--- config.mk ---
export PLATFORM = sky130hd
export DESIGN_NAME = landing_clearance_unit
export DESIGN_NICKNAME = d
export VERILOG_FILES = /design/src/rtl/atc_pkg.sv /design/src/rtl/sat_queue_counter.sv /design/src/rtl/landing_clearance_unit.sv
export SDC_FILE = /design/constraint.sdc
export NUM_CORES = 1
export LEC_CHECK = 0
export CORE_MARGIN = 3
export CORE_UTILIZATION = 45
export CTS_BUF_LIST = sky130_fd_sc_hd__clkbuf_8
export CTS_CLUSTER_SIZE = 40
export DETAILED_ROUTE_END_ITERATION = 10
export GPL_TIMING_DRIVEN = 0
export PLACE_DENSITY = 0.72
export SETUP_SLACK_MARGIN = 0.4
export SYNTH_ARGS = -nofsm -noshare
export SYNTH_HDL_FRONTEND = slang
export SYNTH_HIERARCHICAL = 1
export SYNTH_SLANG_ARGS = --single-unit
--- constraint.sdc ---
create_clock -name CLK -period 2.4 [get_ports CLK]
set_input_delay 0.48 -clock CLK [delete_from_list [all_inputs] [get_ports CLK]]
set_output_delay 0.48 -clock CLK [all_outputs]
set_load 0.02 [all_outputs]
--- src/rtl/atc_pkg.sv ---
// Shared encodings and default sizing for the runway-side air traffic control blocks.
package atc_pkg;

  typedef enum logic [1:0] {
    ECSU_ALL_CLEAR  = 2'b00,
    ECSU_CAUTION    = 2'b01,
    ECSU_HIGH_ALERT = 2'b10,
    ECSU_EMERGENCY  = 2'b11
  } ecsu_e;

  typedef enum logic [1:0] {
    LCU_IDLE    = 2'b00,
    LCU_LANDING = 2'b01,
    LCU_TAKEOFF = 2'b10,
    LCU_FAULT   = 2'b11
  } lcu_state_e;

  localparam int unsigned QW_DEF              = 4;
  localparam int unsigned RUNWAY_TIMEOUT_DEF  = 50;
  localparam int unsigned DEBOUNCE_CYCLES_DEF = 3;

endpackage

--- src/rtl/sat_queue_counter.sv ---
// Saturating pending-request counter; simultaneous inc/dec cancel, an inc at full
// is dropped and latches overflow until reset.
module sat_queue_counter #(
  parameter int unsigned W = 4
) (
  input  logic         clk_i,
  input  logic         rst_i,
  input  logic         inc_i,
  input  logic         dec_i,
  output logic [W-1:0] count_o,
  output logic         overflow_o
);

  logic [W-1:0] cnt_q, cnt_d;
  logic         ovf_q, ovf_d;

  always_comb begin
    cnt_d = cnt_q;
    ovf_d = ovf_q;
    if (inc_i && !dec_i) begin
      if (&cnt_q) ovf_d = 1'b1;
      else        cnt_d = cnt_q + 1'b1;
    end else if (!inc_i && dec_i && (cnt_q != '0)) begin
      cnt_d = cnt_q - 1'b1;
    end
  end

  always_ff @(posedge clk_i) begin
    if (rst_i) begin
      cnt_q <= '0;
      ovf_q <= 1'b0;
    end else begin
      cnt_q <= cnt_d;
      ovf_q <= ovf_d;
    end
  end

  assign count_o    = cnt_q;
  assign overflow_o = ovf_q;

endmodule

--- src/rtl/landing_clearance_unit.sv ---
// Runway grant arbiter: weather-gated, landings before takeoffs, one operation at a time
// with occupancy timeout. Define LCU_WEATHER_DEBOUNCE_EN to debounce ECSU_state.
module landing_clearance_unit
  import atc_pkg::*;
#(
  parameter int unsigned QW              = QW_DEF,
  parameter int unsigned RUNWAY_TIMEOUT  = RUNWAY_TIMEOUT_DEF,
  parameter int unsigned DEBOUNCE_CYCLES = DEBOUNCE_CYCLES_DEF
) (
  input  logic          CLK,
  input  logic          RST,
  input  logic [1:0]    ECSU_state,
  input  logic          severe_weather,
  input  logic          emergency_landing_alert,
  input  logic          landing_req,
  input  logic          takeoff_req,
  input  logic          runway_clear,
  output logic          landing_grant,
  output logic          takeoff_grant,
  output logic          runway_busy,
  output logic [QW-1:0] land_pending,
  output logic [QW-1:0] takeoff_pending,
  output logic          queue_overflow,
  output logic          runway_fault,
  output logic [1:0]    lcu_state
);

  localparam int unsigned TW = (RUNWAY_TIMEOUT > 2) ? $clog2(RUNWAY_TIMEOUT) : 1;

  if (RUNWAY_TIMEOUT < 2 || DEBOUNCE_CYCLES < 1) begin : g_bad_param
    $error("landing_clearance_unit: RUNWAY_TIMEOUT must be >= 2 and DEBOUNCE_CYCLES >= 1");
  end

  ecsu_e eff_state;

`ifdef LCU_WEATHER_DEBOUNCE_EN
  localparam int unsigned DCW = $clog2(DEBOUNCE_CYCLES + 1);

  ecsu_e          eff_q, cand_q;
  logic [DCW-1:0] stab_q, stab_d;

  // stab counts consecutive edges on which ECSU_state matched the previous sample
  always_comb begin
    stab_d = DCW'(1);
    if (ECSU_state == cand_q)
      stab_d = (stab_q == DCW'(DEBOUNCE_CYCLES)) ? stab_q : stab_q + 1'b1;
  end

  always_ff @(posedge CLK) begin
    if (RST) begin
      eff_q  <= ECSU_ALL_CLEAR;
      cand_q <= ECSU_ALL_CLEAR;
      stab_q <= DCW'(DEBOUNCE_CYCLES);
    end else begin
      cand_q <= ecsu_e'(ECSU_state);
      stab_q <= stab_d;
      if (stab_d == DCW'(DEBOUNCE_CYCLES)) eff_q <= ecsu_e'(ECSU_state);
    end
  end

  assign eff_state = eff_q;
`else
  assign eff_state = ecsu_e'(ECSU_state);
`endif

  logic land_ok, takeoff_ok;
  assign land_ok    = (eff_state == ECSU_ALL_CLEAR) || (eff_state == ECSU_CAUTION)
                   || emergency_landing_alert;
  assign takeoff_ok = (eff_state == ECSU_ALL_CLEAR) && !severe_weather;

  lcu_state_e    state_q, state_d;
  logic [TW-1:0] timer_q, timer_d;
  logic          fault_q, fault_d;
  logic          lgnt_q, lgnt_d;
  logic          tgnt_q, tgnt_d;
  logic          land_ovf, take_ovf;

  sat_queue_counter #(.W(QW)) u_land_q (
    .clk_i      (CLK),
    .rst_i      (RST),
    .inc_i      (landing_req),
    .dec_i      (lgnt_d),
    .count_o    (land_pending),
    .overflow_o (land_ovf)
  );

  sat_queue_counter #(.W(QW)) u_take_q (
    .clk_i      (CLK),
    .rst_i      (RST),
    .inc_i      (takeoff_req),
    .dec_i      (tgnt_d),
    .count_o    (takeoff_pending),
    .overflow_o (take_ovf)
  );

  always_ff @(posedge CLK) begin
    if (RST) begin
      state_q <= LCU_IDLE;
      timer_q <= '0;
      fault_q <= 1'b0;
      lgnt_q  <= 1'b0;
      tgnt_q  <= 1'b0;
    end else begin
      state_q <= state_d;
      timer_q <= timer_d;
      fault_q <= fault_d;
      lgnt_q  <= lgnt_d;
      tgnt_q  <= tgnt_d;
    end
  end

  // Operation in progress is never aborted by weather; clear beats timeout.
  always_comb begin
    state_d = state_q;
    timer_d = '0;
    fault_d = fault_q;
    case (state_q)
      LCU_IDLE: begin
        if (lgnt_d)      state_d = LCU_LANDING;
        else if (tgnt_d) state_d = LCU_TAKEOFF;
      end
      LCU_LANDING, LCU_TAKEOFF: begin
        if (runway_clear) begin
          state_d = LCU_IDLE;
        end else if (timer_q == TW'(RUNWAY_TIMEOUT - 1)) begin
          state_d = LCU_FAULT;
          fault_d = 1'b1;
        end else begin
          timer_d = timer_q + 1'b1;
        end
      end
      LCU_FAULT: begin
        if (runway_clear) state_d = LCU_IDLE;
      end
      default: state_d = LCU_IDLE;
    endcase
  end

  always_comb begin
    lgnt_d = 1'b0;
    tgnt_d = 1'b0;
    if (state_q == LCU_IDLE) begin
      if ((land_pending != '0) && land_ok)            lgnt_d = 1'b1;
      else if ((takeoff_pending != '0) && takeoff_ok) tgnt_d = 1'b1;
    end
  end

  assign landing_grant  = lgnt_q;
  assign takeoff_grant  = tgnt_q;
  assign runway_busy    = (state_q != LCU_IDLE);
  assign queue_overflow = land_ovf | take_ovf;
  assign runway_fault   = fault_q;
  assign lcu_state      = state_q;

endmodule
==> results.txt, run 1 <==
status: finished, final reports clean
grt total ovfl: 0
Hold Crit Start: timer_q[0]$_SDFF_PP0_
endpoints failing hold: 0
VDD IR max: 0.000856 V
Post-synth EDFFs: 0
GR Util All Layers: 0.208
placed cell count: 184
min Tclk post-route: 2.21 ns
Post-Route WL: 3.06 mm
Worst Skew: 0.00124 ns
gpl congestion: 0.793
CTS Buf Count: 3
Root Driver: clkbuf_8
HP Class: reg -> reg
Final Setup Violations: 0
synth top area cells: dfxtp_1, ha_1, nor2_1, xnor2_1, a21oi_1
Max Slew Vio Count: 0
TritonCTS Sinks: 21
filler instances: 185
Yosys top cell area share: 0.352
row count: 18
height of the chip: 57.5 um
CP Capture Type: register
register area share after synthesis: 0.352
clock latency on the worst-skew pair: 0.26 ns
cell with the most instances after synthesis: dfxtp_1
number of global-route vias before repair: 1243
Mapped Cells: 131
DRT Pass-1 Iters: 4
vias: 1155
routed wirelength normalized by instance count: 14.4 um
Worst Setup Start Kind: primary input
# DRC: 0
initial drt markers: 48
antenna violations before repair: 0
Boundary Pins: 24
slew margin rel.: 0.583
Final period util: 0.919
leak pwr: 0.735 nW
synth unique cells: 36
#FFs+latches synth: 21
CTS clock-pin slew for the worst setup and hold paths: 0.08 ns
Antenna Nets Post-Route: 0
Multi-input gate area: 880 um2
share of cells above drive strength 1: 0.418
Critical Path RT: 2.58 ns
first-pass GRT wire length: 5.38 mm
worst r2r src: lcu_state[0]$_SDFFE_PP0P_
Most used DFF post-synth: dfxtp_1
highest clock rate: 0.453 GHz
Initial Utilization: 0.478
die area: 0.00331 mm2
DIE WIDTH: 57.5 um
core area: 0.00250 mm2
NumNets Final: 201
IO buf count: 23
launch point of the critical path: ECSU_state[0]
CP max FO: 3
CTS tree: yes
max_cap viols: 0
area grow syn2layout: 58.7%
Crit Path Category: in -> reg
CTS max path bufs: 2
largest net degree at the start of global routing: 18
TNS Setup: 0 ns
Synth Warn #: 6
final non-filler cell total: 212
Finished Core Util: 0.759
Worst-Margin Slew: 0.623 ns
storage element area: 450 um2
arrival time at the worst endpoint: 2.39 ns
P per Cell Area: 1140 mW/mm2
most common library cells after synthesis: dfxtp_1, nor2_1, a21oi_1, nand2_1
Avg Inst Size Synth: 9.12 um2
Synth async-reset ratio: 0
Netlist Area Pre-Place: 0.00119 mm2
unrepaired setup endpoints after global routing: true
H-tree levels: 1
largest area contributor in the netlist: dfxtp_1
syn_nets: 149
Antenna diodes: 0
Vias/cell: 5.45
Post-DP HPWL: 1.92 mm
[cell families after synthesis]
kind of cell	count (synthesis)	synth area share
AND/OR/NAND/NOR	50	0.261
AO/OA/AOI/OAI	27	0.164
flip-flops	21	0.352
buffers and inverters	12	0.0387
XOR/XNOR	10	0.0733
adder cells (fa/ha/maj)	9	0.0942
multiplexers	2	0.0168
[report_power, final]
| part | total [mW] | switching [mW] | leakage [nW] | internal [mW] |
|---|---|---|---|---|
| registers | 0.538 | 0.0974 | 0.177 | 0.441 |
| clock network | 0.236 | 0.120 | 0.0255 | 0.116 |
| logic | 1.39 | 0.654 | 0.532 | 0.733 |
[metal layers]
metal  vias up  wire (um)  global-route usage
met3        10        106              0.0317
met2        20       1600               0.377
met4         0         75              0.0960
li1        571          -                   -
met1       554       1280               0.234
met5         -          0                   0
[cells in the final DEF, fill, tap and decap left out, types with 5 or more instances in the layout]
cell type        netlist  routed
a21oi_1               10       6
buf_4                  0      22
clkdlybuf4s50_1        0      19
dfxtp_1               21      11
dfxtp_4                0       7
inv_1                  9       5
inv_4                  0       6
nand2_1               10      10
nor2_1                14      14
[metrics by stage]
stage	area (um2)	power (mW)	setup WS (ns)	hold slack [ns]
2_1_floorplan	1310	1.32	0.170	0.429
3_3_place_gp	1580	1.58	-0.379	0.447
3_5_place_dp	1580	1.61	-0.413	0.449
4_1_cts	1830	2.10	0.194	0.472
5_1_grt	1900	2.31	0.123	0.520
6_report	1900	2.16	0.193	0.467
[final cells by class]
cell class,count,area share
multi-input cells,98,0.464
flip-flops and latches,21,0.237
repair buffers,47,0.222
inverters,11,0.0297
clock buffers,3,0.0218
well taps,30,0.0198
clock inverters,1,0.00264
plain buffers,1,0.00264
[state kept, by name, indices dropped and copies added, names as in the netlist]
name,cells
u_land_q/count_o,4
u_take_q/overflow_o,1
u_land_q/overflow_o,1
runway_fault,1
takeoff_grant,1
timer_q,6
u_take_q/count_o,4
landing_grant,1
lcu_state,2
[critical path, stage by stage]
cell           delay (ns)
dlygate4sd2_1        0.26
nor4_4               0.30
nor2b_4              0.25
or2b_1               0.28
o22a_4               0.20
or4_1                0.49
a21oi_1              0.12
[worst paths after layout]
path / endpoint / slack (ns) / depth (start not counted)
setup / recovery: u_take_q/count_o[3]$_SDFFE_PP0P_ / 0.19 / 7
hold / removal: timer_q[0]$_SDFF_PP0_ / 0.47 / 1
setup reg to reg: u_land_q/count_o[3]$_SDFFE_PP0P_ / 0.19 / 9
hold reg to reg: timer_q[0]$_SDFF_PP0_ / 0.47 / 1
[repair_timing]
item,4_1_cts,5_1_grt
setup buffers,18,6
setup endpoints to repair,8,8
gates resized for setup,23,3
pin swaps,13,10
hold buffers,0,0
No activity file was read; power rests on OpenSTA's default activity.
==> run 2: changes to the inputs <==
--- a/config.mk
+++ b/config.mk
@@ -5,13 +5,15 @@
 export SDC_FILE = /design/constraint.sdc
 export NUM_CORES = 1
 export LEC_CHECK = 0
+export CAP_MARGIN = 5
+export CORE_ASPECT_RATIO = 2
 export CORE_MARGIN = 3
 export CORE_UTILIZATION = 45
 export CTS_BUF_LIST = sky130_fd_sc_hd__clkbuf_8
 export CTS_CLUSTER_SIZE = 40
 export DETAILED_ROUTE_END_ITERATION = 10
 export GPL_TIMING_DRIVEN = 0
-export PLACE_DENSITY = 0.72
+export PLACE_DENSITY = 0.69
 export SETUP_SLACK_MARGIN = 0.4
 export SYNTH_ARGS = -nofsm -noshare
 export SYNTH_HDL_FRONTEND = slang
==> constraint.sdc (replaced) <==
create_clock -name CLK -period 2.7 [get_ports CLK]
set_input_delay 0.54 -clock CLK [delete_from_list [all_inputs] [get_ports CLK]]
set_output_delay 0.54 -clock CLK [all_outputs]
set_load 0.02 [all_outputs]
==> results.txt, run 2 (synthesis results as in run 1) <==
status: finished, final reports clean
Antenna Nets Post-Route: 0
Final period util: 0.866
core area: 0.00244 mm2
pre-CTS setup slack: -0.290 ns
Hold-fix buffers, CTS: 0
highest clock rate: 0.428 GHz
PnR worst setup slack: 0.362 ns
Worst Skew: 0.00242 ns
H-tree levels: 1
Post-DP HPWL: 2.09 mm
height of the chip: 78.9 um
CP Capture Type: register
CP max FO: 5
DIE WIDTH: 42.4 um
max reg flops: 6
first-pass GRT wire length: 5.01 mm
antenna violations before repair: 0
share of cells above drive strength 1: 0.388
worst hold slack: 0.463 ns
Critical Path RT: 2.87 ns
routed wirelength normalized by instance count: 15.0 um
NumNets Final: 197
Initial Utilization: 0.490
Max Slew Vio Count: 0
CP max-delay cell: or4_4
Root Driver: clkbuf_8
unrepaired setup endpoints after global routing: true
highest-count cells in the layout ignoring fill and taps: clkdlybuf4s50_1, buf_4, nor2_1, dfxtp_1, nand2_1
Placed Area: 0.00150 mm2
clock latency on the worst-skew pair: 0.25 ns
Worst-Margin Slew: 0.635 ns
HP Class: reg -> reg
IO buf count: 23
P per Cell Area: 1040 mW/mm2
crit-path max cell delay: 0.48 ns
Boundary Pins: 24
DRT Pass-1 Iters: 6
CTS clock-pin slew for the worst setup and hold paths: 0.07 ns
row count: 25
grt total ovfl: 0
# DRC: 0
Antenna diodes: 0
Worst Setup Start Kind: primary input
Final Setup Violations: 0
CTS tree: yes
endpoints failing hold: 0
crit-path cells: dlygate4sd2_1, nor4_4, nor2b_4, buf_6, or2b_1, o22a_4, or4_4, a21oi_2
max_cap viols: 0
area grow syn2layout: 50.7%
Crit Path Category: in -> reg
leak pwr: 0.700 nW
die area: 0.00335 mm2
slew margin rel.: 0.576
arrival time at the worst endpoint: 2.51 ns
gpl congestion: 0.843
largest net degree at the start of global routing: 18
Largest Register: timer_q
GR Util All Layers: 0.187
VDD IR max: 0.000604 V
design area: 0.00180 mm2
Vias/cell: 5.56
Finished Core Util: 0.738
vias: 1140
initial drt markers: 45
CTS max path bufs: 2
number of global-route vias before repair: 1147
Post-Route WL: 3.09 mm
min Tclk post-route: 2.34 ns
TritonCTS Sinks: 21
CTS Buf Count: 3
[run 2: power breakdown]
group	switching, mW	leakage [nW]	internal [mW]	total, mW
clock	0.0959	0.0255	0.103	0.198
combinational	0.561	0.498	0.621	1.18
sequential	0.103	0.176	0.388	0.491
total	0.760	0.700	1.11	1.87
[run 2: layer usage]
layer	up-vias	GRT usage	routed length, um
met5	-	0	0
met3	6	0.0295	98
met1	545	0.182	1140
met2	26	0.362	1780
met4	0	0.0872	72
li1	563	-	-
[run 2: path summary, 6_finish.rpt]
path,slack (ns),end,depth (start not counted),startpoint
max reg2reg,0.37,u_take_q/count_o[3]$_SDFFE_PP0P_,8,u_land_q/count_o[1]$_SDFFE_PP0P_
min,0.46,u_take_q/overflow_o$_SDFFE_PP0P_,2,u_take_q/overflow_o$_SDFFE_PP0P_
max,0.36,u_take_q/count_o[3]$_SDFFE_PP0P_,8,ECSU_state[0]
min reg2reg,0.46,u_take_q/overflow_o$_SDFFE_PP0P_,2,u_take_q/overflow_o$_SDFFE_PP0P_
[run 2: cell type report]
type	instances	area, um2
Buffer	1	5.00
Clock buffer	3	41.3
Fill cell	181	639
Clock inverter	1	5.00
Sequential cell	21	445
Inverter	11	48.8
Multi-Input combinational cell	98	846
Tap cell	27	33.8
Timing Repair Buffer	43	375
[run 2: through the flow]
| step | cells | power, mW | setup TNS, ns |
|---|---|---|---|
| 2_1_floorplan | 131 | 1.10 | 0 |
| 4_1_cts | 191 | 1.69 | 0 |
| 3_5_place_dp | 181 | 1.35 | -0.412 |
| 5_1_grt | 205 | 1.99 | 0 |
| 3_3_place_gp | 181 | 1.33 | -0.310 |
| 6_report | 205 | 1.87 | 0 |
[run 2: timing repair]
item	CTS	global route
gates resized for setup	16	22
buffers inserted	6	14
pin swaps	5	11
endpoints found under the setup margin	3	2
cloned	0	0
[run 2: critical path: cells and delay by family]
| kind | cells | cell delay [ns] |
|---|---|---|
| buffers and inverters | 2 | 0.37 |
| AOI/OAI and AO/OA | 2 | 0.36 |
| and+or+nand+nor | 4 | 1.25 |
